### src/rtl/iob_fifo2stream.sv
// ---------------------------------------------------------------------------
// iob_fifo2stream
//
// Reader end of a synchronous FIFO. Drains the FIFO read port (read data
// arrives one cycle after fifo_r_en) and presents the words as a valid/ready
// stream. A 2-entry skid buffer (head = m_data register, plus tail) gives
// first-word-fall-through behaviour and one word per cycle under
// backpressure, with no combinational path from fifo_r_data to the stream.
//
// Stream handshake: a word transfers on every rising clk edge where
// m_valid & m_ready are both high. Once m_valid is raised it stays high, and
// m_data (and m_last) stay unchanged, until that transfer happens; m_ready
// may change freely.
//
// Parameters:
//   DATA_W  width of FIFO read data and stream data
//   LEN_W   width of the delivered-word counter (and packet length)
//
// Ports:
//   clk          clock
//   arst         asynchronous active-high reset
//   en           allows new FIFO reads to be issued
//   fifo_r_en    FIFO read enable (combinational)
//   fifo_r_data  FIFO read data, valid the cycle after fifo_r_en
//   fifo_empty   FIFO empty flag (registered in the FIFO)
//   m_valid      stream word valid (registered)
//   m_data       stream word (registered)
//   m_ready      consumer accepts word
//   count        words delivered since reset, wraps modulo 2^LEN_W
//
// Optional feature, enabled by defining IOB_FIFO2STREAM_LAST_EN:
//   len          packet length in words (0 is treated as 1)
//   m_last       marks the final word of each packet
// ---------------------------------------------------------------------------
module iob_fifo2stream #(
  parameter int DATA_W = 32,
  parameter int LEN_W  = 16
) (
  input  logic              clk,
  input  logic              arst,
  input  logic              en,
  output logic              fifo_r_en,
  input  logic [DATA_W-1:0] fifo_r_data,
  input  logic              fifo_empty,
  output logic              m_valid,
  output logic [DATA_W-1:0] m_data,
  input  logic              m_ready,
`ifdef IOB_FIFO2STREAM_LAST_EN
  input  logic [LEN_W-1:0]  len,
  output logic              m_last,
`endif
  output logic [LEN_W-1:0]  count
);

  logic [1:0]        occ;       // buffered words (head, then tail)
  logic              inflight;  // a read was issued last cycle
  logic [DATA_W-1:0] tail;
  logic              pop;
  logic [2:0]        level;     // words owned after this cycle's pop
  logic [1:0]        occ_kept;  // buffered words left after the pop
  logic [1:0]        occ_nxt;

  assign pop      = m_valid & m_ready;
  assign level    = {1'b0, occ} + {2'b00, inflight} - {2'b00, pop};
  assign occ_kept = occ - {1'b0, pop};
  assign occ_nxt  = occ_kept + {1'b0, inflight};

  // A read is only issued when the word it returns is guaranteed a slot,
  // so occ + inflight never exceeds 2. Gating with arst keeps the read
  // enable low for the whole time reset is asserted.
  assign fifo_r_en = ~arst & en & ~fifo_empty & (level < 3'd2);

  always_ff @(posedge clk or posedge arst) begin
    if (arst) begin
      occ      <= 2'd0;
      inflight <= 1'b0;
      m_valid  <= 1'b0;
      m_data   <= '0;
      tail     <= '0;
      count    <= '0;
    end else begin
      inflight <= fifo_r_en;
      occ      <= occ_nxt;
      m_valid  <= (occ_nxt != 2'd0);
      count    <= count + {{(LEN_W-1){1'b0}}, pop};

      // Popping a full buffer promotes tail into head.
      if (pop && (occ == 2'd2)) begin
        m_data <= tail;
      end

      // Returning read data goes to head when head is free after the pop,
      // otherwise behind it in tail. Capture at occ_kept==0 and the
      // promotion above are mutually exclusive.
      if (inflight) begin
        if (occ_kept == 2'd0) begin
          m_data <= fifo_r_data;
        end else begin
          tail <= fifo_r_data;
        end
      end
    end
  end

`ifdef IOB_FIFO2STREAM_LAST_EN
  logic [LEN_W-1:0] pkt_cnt;  // index of head word within its packet
  logic [LEN_W-1:0] len_m1;

  // len == 0 behaves like len == 1: every word closes a packet.
  assign len_m1 = (len == '0) ? '0 : len - 1'b1;
  assign m_last = m_valid & (pkt_cnt == len_m1);

  always_ff @(posedge clk or posedge arst) begin
    if (arst) begin
      pkt_cnt <= '0;
    end else if (pop) begin
      pkt_cnt <= m_last ? '0 : pkt_cnt + 1'b1;
    end
  end
`endif

endmodule

### config.mk
export PLATFORM = sky130hd
export DESIGN_NAME = iob_fifo2stream
export DESIGN_NICKNAME = d
export VERILOG_FILES = /design/src/rtl/iob_fifo2stream.sv
export SDC_FILE = /design/constraint.sdc
export NUM_CORES = 1
export LEC_CHECK = 0
export CORE_ASPECT_RATIO = 2
export CORE_MARGIN = 2
export CORE_UTILIZATION = 50
export CTS_CLUSTER_SIZE = 25
export DETAILED_ROUTE_END_ITERATION = 8
export PLACE_DENSITY = 0.84
export SYNTH_ARGS = -nofsm -noshare
export SYNTH_HDL_FRONTEND = slang
export SYNTH_SLANG_ARGS = --single-unit
### constraint.sdc
create_clock -name clk -period 3.2 [get_ports clk]
set_input_delay 0.32 -clock clk [delete_from_list [all_inputs] [get_ports clk]]
set_output_delay 0.32 -clock clk [all_outputs]
set_load 0.01 [all_outputs]
# == Word-level counts from Yosys, hierarchy flattened ==
# Index checks and enable logic that the tools add are counted.
# totals
inputBits,37
regBits,84
out_inout_bits,50
# op_classes
n_lt_le_gt_ge,1
mux,3
bitwise,7
reduce_logical,4
eq_ne,1
addsub,5
# ops
operator,count
2-to-1 mux 32 bit,3
adder 16 x 1 -> 16 bit,1
AND 1 bit,4
adder 2 x 1 -> 3 bit,1
"less-than comparator 3 x 2 -> 1 bit, second input constant",1
NOT 1 bit,3
subtractor 3 x 1 -> 3 bit,1
adder 2 x 1 -> 2 bit,1
"equality test 2 bit, second input constant",1
zero test 2 bit,1
AND reduction 2 bit,1
nonzero test 2 bit,1
subtractor 2 x 1 -> 2 bit,1
logical AND 1 bit,1

# == Depth between registers and ports, before layout ==
# Gate-level depths: netlist of the first run.
# logic_depth
word_depth,5
depth_mapped,7
mapped_depth_nobuf,7

# == Worst setup path before layout of the first run ==
# OpenSTA, ideal clock, no wires.
# synth_timing
path_kind,register -> output
from,register m_valid
to,output port fifo_r_en
path_stages_with_launch,7
slack_ns,1.156
n_path_buf,0
t_arrival_ns,1.724
cell_sequence,dfrtp_1 > nand2_1 > xnor2_1 > nand2_1 > fa_1 > nand2_1 > nor4_1
# synth_between
elab_chain_len,4
# synth_lines
item,line_no,text
from (decl),45,"output logic m_valid,"
from (signal assigned),84,m_valid <= (occ_nxt != 2'd0);
AND 1 bit,63,assign pop = m_valid & m_ready;
subtractor 3 x 1 -> 3 bit,64,"assign level = {1'b0, occ} + {2'b00, inflight} - {2'b00, pop};"
less-than comparator 3 x 2 -> 1 bit,71,assign fifo_r_en = ~arst & en & ~fifo_empty & (level < 3'd2);
AND 1 bit,71,
to (decl),42,"output logic fifo_r_en,"
# Every way passes these cells.

# == Worst setup path in the final report of the first run ==
# layout_timing
from,input port m_ready
to,output port fifo_r_en
# layout_between
elab_chain_len,4
# layout_lines
item,line_no,text
from (decl),47,"input logic m_ready,"
AND 1 bit,63,
subtractor 3 x 1 -> 3 bit,64,
less-than comparator 3 x 2 -> 1 bit,71,
AND 1 bit,71,
# Every way passes these cells.

==> results.sh, run 1 <==
export IMPL_numPortBuffers=86
export IMPL_power_frac_comb=0.381
export IMPL_firstDrtPassIters=4
export IMPL_required_ps=2880
export IMPL_ctsLongestPathBuffers=2
export IMPL_die_x_um=65.9
export IMPL_clk_pin_slew_ps=60
export IMPL_grt_max_degree=46
export IMPL_synth_area_leaders="dfrtp_1, mux2_2, mux2_4, xnor2_1, xor2_1"
export IMPL_yosysWarningCount=0
export IMPL_io_pin_count=87
export IMPL_clk_insertion_delay_late_ps=330
export IMPL_crit_buf_inv=2
export IMPL_vias=2369
export IMPL_synthCells=255
export IMPL_hpwl_mm=5.14
export IMPL_synth_top_family_by_area="multiplexers"
export IMPL_yosys_area_share_simple=0.0549
export IMPL_slowest_stage="clkdlybuf4s50_1"
export IMPL_rrSetupSlack_ps=1240
export IMPL_seq_area_um2=2100
export IMPL_synthMuxAreaShare=0.312
export IMPL_p_sw_frac=0.271
export IMPL_cts_root_buf="clkbuf_16"
export IMPL_routabilityCongestion=0.825
export IMPL_power_mw=4.53
export IMPL_die_area_um2=8420
export IMPL_min_period_ps=3010
export IMPL_rsz0062_at_grt="false"
export IMPL_synthesis_nets=296
export IMPL_grt_pass1_vias=2609
export IMPL_slew_viol_final=0
export IMPL_post_route_period_util=0.942
export IMPL_htreeDepth=3
export IMPL_core_area_um2=7490
export IMPL_hold_viol_final=0
export IMPL_drive_gt1_frac=0.332
export IMPL_grt_first_pass_wirelength_mm=12.6
export IMPL_crit_path_start="m_ready"
export IMPL_p_switching_mw=1.23
export IMPL_synth_xor_area_frac=0.0411
export IMPL_ant_nets=0
export IMPL_powerDensity_nw_per_um2=892
export IMPL_grt_usage=0.196
export IMPL_antenna_found_initial=0
export IMPL_synth_adder_area_share=0.0150
export IMPL_worstPathCellList="clkdlybuf4s50_1 -> nand2_1 -> xnor2_1 -> nand2_1 -> fa_1 -> nand2_1 -> nor4_1 -> clkdlybuf4s50_1"
export IMPL_setup_tns_ps=0
export IMPL_setup_viol_count_final=0
export IMPL_fin_util=0.678
export IMPL_grt_ovfl_total=0
export IMPL_worst_slew_pin_transition_ps=757
export IMPL_synthToLayoutAreaGrowth_pct=32.6
export IMPL_leakage_nw=2.35
export IMPL_regToRegStartpoint="m_valid$_DFF_PP0_"
export IMPL_synth_cell_types=27
export IMPL_fp_dieH_um=128
export IMPL_avgSynthCellArea_um2=15.0
export IMPL_clockPowerShare=0.230
export IMPL_crit_path_end_kind="primary output"
export IMPL_cts_resized=0
export IMPL_initial_core_util=0.512
export IMPL_path_class="input port to primary output"
export IMPL_drt_iter0_drc=149
export IMPL_antenna_cells=0
export IMPL_slowest_delay_ps=600
export IMPL_max_cap_viol_count=0
export IMPL_synth_compound_area_frac=0.00523
export IMPL_crit_cells=8
export IMPL_synth_seq_area_share=0.549
export IMPL_yosysTopAreaCell="dfrtp_1"
export IMPL_async_reset_ff_frac=1.00
export IMPL_synth_edf_count=0
export IMPL_vdd_drop_max_mv=0.522
export IMPL_synth_cell_area_um2=3830
export IMPL_synth_top_area_frac=0.549
export IMPL_final_nets=386
export IMPL_drt_total_wl_mm=7.45
export IMPL_drcViolationCount=0
export IMPL_wl_per_cell_um=16.8
export IMPL_power_frac_seq=0.389
export IMPL_holdWs_ps=471
export IMPL_status="completed"
export IMPL_cts_hold_buf=0
export IMPL_critical_path_max_fanout=4
export IMPL_clock_sinks=84
export IMPL_yosys_top_cells_count="dfrtp_1, mux2_2, mux2_4"
export IMPL_crit_end="fifo_r_en"
export IMPL_crit_top_cell="nand2_1"
export IMPL_cts_tree="done"
export IMPL_cp_arrival_ps=2690
export IMPL_critical_path_top_delay_family="buffers and inverters"
export IMPL_post_cts_buffers=0
export IMPL_cts_buffers=9
export IMPL_r2r_end="m_data[14]$_DFF_PP0_"
export IMPL_rows=45
export IMPL_multiInputGateArea_um2=1650
export IMPL_via_per_inst=5.35
export IMPL_hp_class="input port to async pin"
export IMPL_synth_ff_type="dfrtp_1"
export IMPL_worst_setup_path_start_kind="input port"
export IMPL_slew_limit_headroom=0.495
export IMPL_r2r_cells=3
export IMPL_fmax_mhz=332
export IMPL_internal_power_mw=3.30
export IMPL_synth_most_common_cell="dfrtp_1"
export IMPL_synth_seq_cells=84
export IMPL_finalClockSkew_ps=5.17
export IMPL_fill_cells=519
==> cells in the final DEF, fill, tap and decap left out, drive strengths merged, types with 3 or more instances in the layout <==
cell,instances
mux2,96
clkdlybuf4s50,86
dfrtp,84
clkbuf,14
xor2,9
xnor2,9
nand2,8
nor4,7
nand3,6
nand4,5
buf,4
inv,3
ha,3
==> registers in the layout, indices dropped and copies added (netlist names) <==
signal	cells
m_valid	1
occ	2
inflight	1
count	16
m_data	32
tail	32
==> power groups by stage <==
| stage | combinational, mW | clock (mW) | sequential, mW |
|---|---|---|---|
| final | 1.72 | 1.04 | 1.76 |
| after global routing | 1.87 | 1.11 | 1.82 |
| after CTS | 1.75 | 1.06 | 1.77 |
| after detailed placement | 1.75 | 0 | 1.77 |
| after global placement | 1.66 | 0 | 1.74 |
| after floorplan | 0.981 | 0 | 1.82 |
==> cell type report <==
cell class              count  area share
well taps                  94      0.0232
repair buffers             90       0.175
flip-flops and latches     84       0.414
multi-input cells         156       0.324
clock inverters             1     0.00591
inverters                   4     0.00320
clock buffers              14      0.0540
==> stage by stage <==
| stage | cell area, um^2 | setup slack (ps) | std cells |
|---|---|---|---|
| 5_1_grt | 5080 | 37.0 | 443 |
| 3_3_place_gp | 4770 | 332 | 428 |
| 3_5_place_dp | 4770 | 239 | 428 |
| 2_1_floorplan | 3830 | 715 | 255 |
| 6_report | 5080 | 187 | 443 |
| 4_1_cts | 5080 | 204 | 443 |
==> cell families after synthesis <==
logic type | Yosys count
compound gates | 2
xor+xnor | 18
fa+ha+maj | 4
buf+inv | 15
flops | 84
mux | 96
simple gates | 36
==> worst min path at each step <==
| stage | start | to | slack (ps) | cells after the start |
|---|---|---|---|---|
| final | arst | inflight$_DFF_PP0_ | 470 | 2 |
| after global routing | tail[0]$_DFFE_PP0P_ | tail[0]$_DFFE_PP0P_ | 510 | 1 |
| after CTS | count[15]$_DFF_PP0_ | count[15]$_DFF_PP0_ | 480 | 1 |
| after detailed placement | count[15]$_DFF_PP0_ | count[15]$_DFF_PP0_ | 460 | 1 |
| after global placement | count[15]$_DFF_PP0_ | count[15]$_DFF_PP0_ | 460 | 1 |
| after floorplan | fifo_empty | inflight$_DFF_PP0_ | 440 | 1 |
==> metal layers <==
layer | wire (um) | up-vias | global-route usage
met3 | 511 | 8 | 0.0623
met2 | 3820 | 84 | 0.320
met4 | 94 | 0 | 0.0686
met5 | 0 | - | 0
met1 | 3030 | 1185 | 0.241
li1 | - | 1092 | -
Power figures use the tool's default switching activity.
==> run 2, diff against run 1 <==
--- a/config.mk
+++ b/config.mk
@@ -10,6 +10,7 @@
 export CORE_UTILIZATION = 50
 export CTS_CLUSTER_SIZE = 25
 export DETAILED_ROUTE_END_ITERATION = 8
+export HOLD_SLACK_MARGIN = 0.08
 export PLACE_DENSITY = 0.84
 export SYNTH_ARGS = -nofsm -noshare
 export SYNTH_HDL_FRONTEND = slang
==> results of run 2 <==
No change in the layout: final DEF, timing and power equal those of run 1.
==> run 3, diff against run 2 <==
--- a/config.mk
+++ b/config.mk
@@ -5,13 +5,13 @@
 export SDC_FILE = /design/constraint.sdc
 export NUM_CORES = 1
 export LEC_CHECK = 0
-export CORE_ASPECT_RATIO = 2
 export CORE_MARGIN = 2
 export CORE_UTILIZATION = 50
 export CTS_CLUSTER_SIZE = 25
 export DETAILED_ROUTE_END_ITERATION = 8
 export HOLD_SLACK_MARGIN = 0.08
 export PLACE_DENSITY = 0.84
+export SLEW_MARGIN = 5
 export SYNTH_ARGS = -nofsm -noshare
 export SYNTH_HDL_FRONTEND = slang
 export SYNTH_SLANG_ARGS = --single-unit
==> run 3 against run 2 <==
Against the previous run: clock skew up 13 ps; non-clock buffer count rose by 1; cell count grew 1.6%; sequential share of layout area is 0.47 points higher; utilization is 0.67 points higher; critical path depth stayed put; count of clock-buffer cells in the layout decreased by 3; worst setup slack worse by 29 ps; global-route usage decreased by 1.0 points; fmax decreased by 0.96%; die area down 0.50%; total power down 4.6%; critical path type unchanged.
==> results.sh, run 3 (synthesis gave the netlist of run 1 again) <==
export IMPL_cp_arrival_ps=2720
export IMPL_cts_buffers=9
export IMPL_firstDrtPassIters=4
export IMPL_vias=2340
export IMPL_fill_cells=522
export IMPL_required_ps=2880
export IMPL_drt_total_wl_mm=7.22
export IMPL_grt_usage=0.185
export IMPL_powerDensity_nw_per_um2=861
export IMPL_ant_nets=0
export IMPL_drcViolationCount=0
export IMPL_post_route_period_util=0.951
export IMPL_antenna_found_initial=0
export IMPL_post_cts_buffers=0
export IMPL_setup_ws_ps=158
export IMPL_rsz0062_at_grt="false"
export IMPL_slew_viol_final=0
export IMPL_initial_core_util=0.523
export IMPL_wl_per_cell_um=16.1
export IMPL_die_area_um2=8380
export IMPL_grt_ovfl_total=0
export IMPL_worst_slew_pin_transition_ps=939
export IMPL_drt_iter0_drc=62
export IMPL_top_regs="m_data: 32 flops, tail: 32 flops, count: 16 flops"
export IMPL_die_x_um=91.5
export IMPL_crit_path_end_kind="primary output"
export IMPL_routabilityCongestion=0.764
export IMPL_antenna_cells=0
export IMPL_ctsLongestPathBuffers=2
export IMPL_io_pin_count=87
export IMPL_grt_first_pass_wirelength_mm=12.1
export IMPL_clk_insertion_delay_late_ps=350
export IMPL_path_class="input port to primary output"
export IMPL_cts_hold_buf=0
export IMPL_numPortBuffers=86
export IMPL_via_per_inst=5.20
export IMPL_cts_root_buf="clkbuf_8"
export IMPL_max_cap_viol_count=0
export IMPL_cts_resized=0
export IMPL_place_ws_ps=154
export IMPL_vdd_drop_max_mv=0.515
export IMPL_htreeDepth=3
export IMPL_core_area_um2=7330
export IMPL_finalClockSkew_ps=17.8
export IMPL_hold_viol_final=0
export IMPL_dpl_cell_count=434
export IMPL_leakage_nw=2.32
export IMPL_worst_setup_path_start_kind="input port"
export IMPL_drive_gt1_frac=0.342
export IMPL_clock_sinks=84
export IMPL_fp_dieH_um=91.5
export IMPL_critical_path_max_fanout=4
export IMPL_layout_commonest_cell="clkdlybuf4s50_1"
export IMPL_setup_tns_ps=0
export IMPL_hpwl_mm=4.86
export IMPL_dpl_cell_area_um2=4790
export IMPL_slew_limit_headroom=0.373
export IMPL_rrSetupSlack_ps=1210
export IMPL_min_period_ps=3040
export IMPL_hp_class="flip-flop to flip-flop"
export IMPL_fmax_mhz=329
export IMPL_setup_viol_count_final=0
export IMPL_final_nets=387
export IMPL_cts_tree="done"
export IMPL_grt_pass1_vias=2492
export IMPL_rows=31
export IMPL_layout_common_cells="clkdlybuf4s50_1, dfrtp_1, mux2_2, mux2_4, clkbuf_8"
export IMPL_clk_pin_slew_ps=90
export IMPL_status="completed"
export IMPL_synthToLayoutAreaGrowth_pct=31.1
export IMPL_fin_cells=450
export IMPL_finalInstanceArea_um2=5020
export IMPL_grt_max_degree=57
==> run 3: cell types whose count changed in the layout (fill, tap and decap cells not counted) <==
cell        change
clkinvlp_4      +1
buf_4           +1
clkbuf_8        +8
bufinv_16       +1
clkbuf_16       -9
clkinv_2        +1
clkbuf_1        -2
inv_6           +1
==> run 3: worst max-delay path, stage by stage <==
cell and delay [ps]:
clkdlybuf4s50_1 530, nand2_1 120, xnor2_1 190, nand2_1 90, fa_1 490, nand2_1 60, nor4_1 310, clkdlybuf4s50_1 600
==> run 3: routing by layer <==
| metal | track usage | wire, um | vias up |
|---|---|---|---|
| met5 | 0 | 0 | - |
| met4 | 0.0669 | 97 | 0 |
| met3 | 0.0498 | 322 | 8 |
| met2 | 0.300 | 3560 | 58 |
| met1 | 0.240 | 3240 | 1181 |
| li1 | - | - | 1093 |
==> run 3: final timing paths <==
check / endpoint / start / depth (start not counted)
worst max-delay path: fifo_r_en / m_ready / 8
worst min-delay path: count[15]$_DFF_PP0_ / count[15]$_DFF_PP0_ / 1
worst max register to register: m_data[20]$_DFF_PP0_ / m_valid$_DFF_PP0_ / 3
worst min register to register: count[15]$_DFF_PP0_ / count[15]$_DFF_PP0_ / 1
max in group asynchronous: tail[30]$_DFFE_PP0P_ / arst / 3
min in group asynchronous: count[2]$_DFF_PP0_ / arst / 2
==> run 3: cell type report <==
type                            count  area (um^2)  area share
Sequential cell                    84         2100       0.419
Multi-Input combinational cell    156         1650       0.328
Timing Repair Buffer               91          898       0.179
Clock buffer                       11          151      0.0302
Tap cell                           99          124      0.0247
Clock inverter                      5         81.3      0.0162
Inverter                            4         16.3     0.00324
==> run 3: per-stage QoR <==
step                      hold WS, ps  total power [mW]   util
after floorplan                   444              2.80      -
after global routing              485              4.57  0.685
after detailed placement          464              3.50  0.653
final                             476              4.32  0.685
after global placement            454              3.41  0.653
after CTS                         479              4.37  0.685
==> run 3: where the power goes <==
part           internal, mW  leakage (nW)  switching [mW]
clock                 0.484         0.116           0.382
sequential             1.49          1.06           0.268
combinational          1.14          1.15           0.555
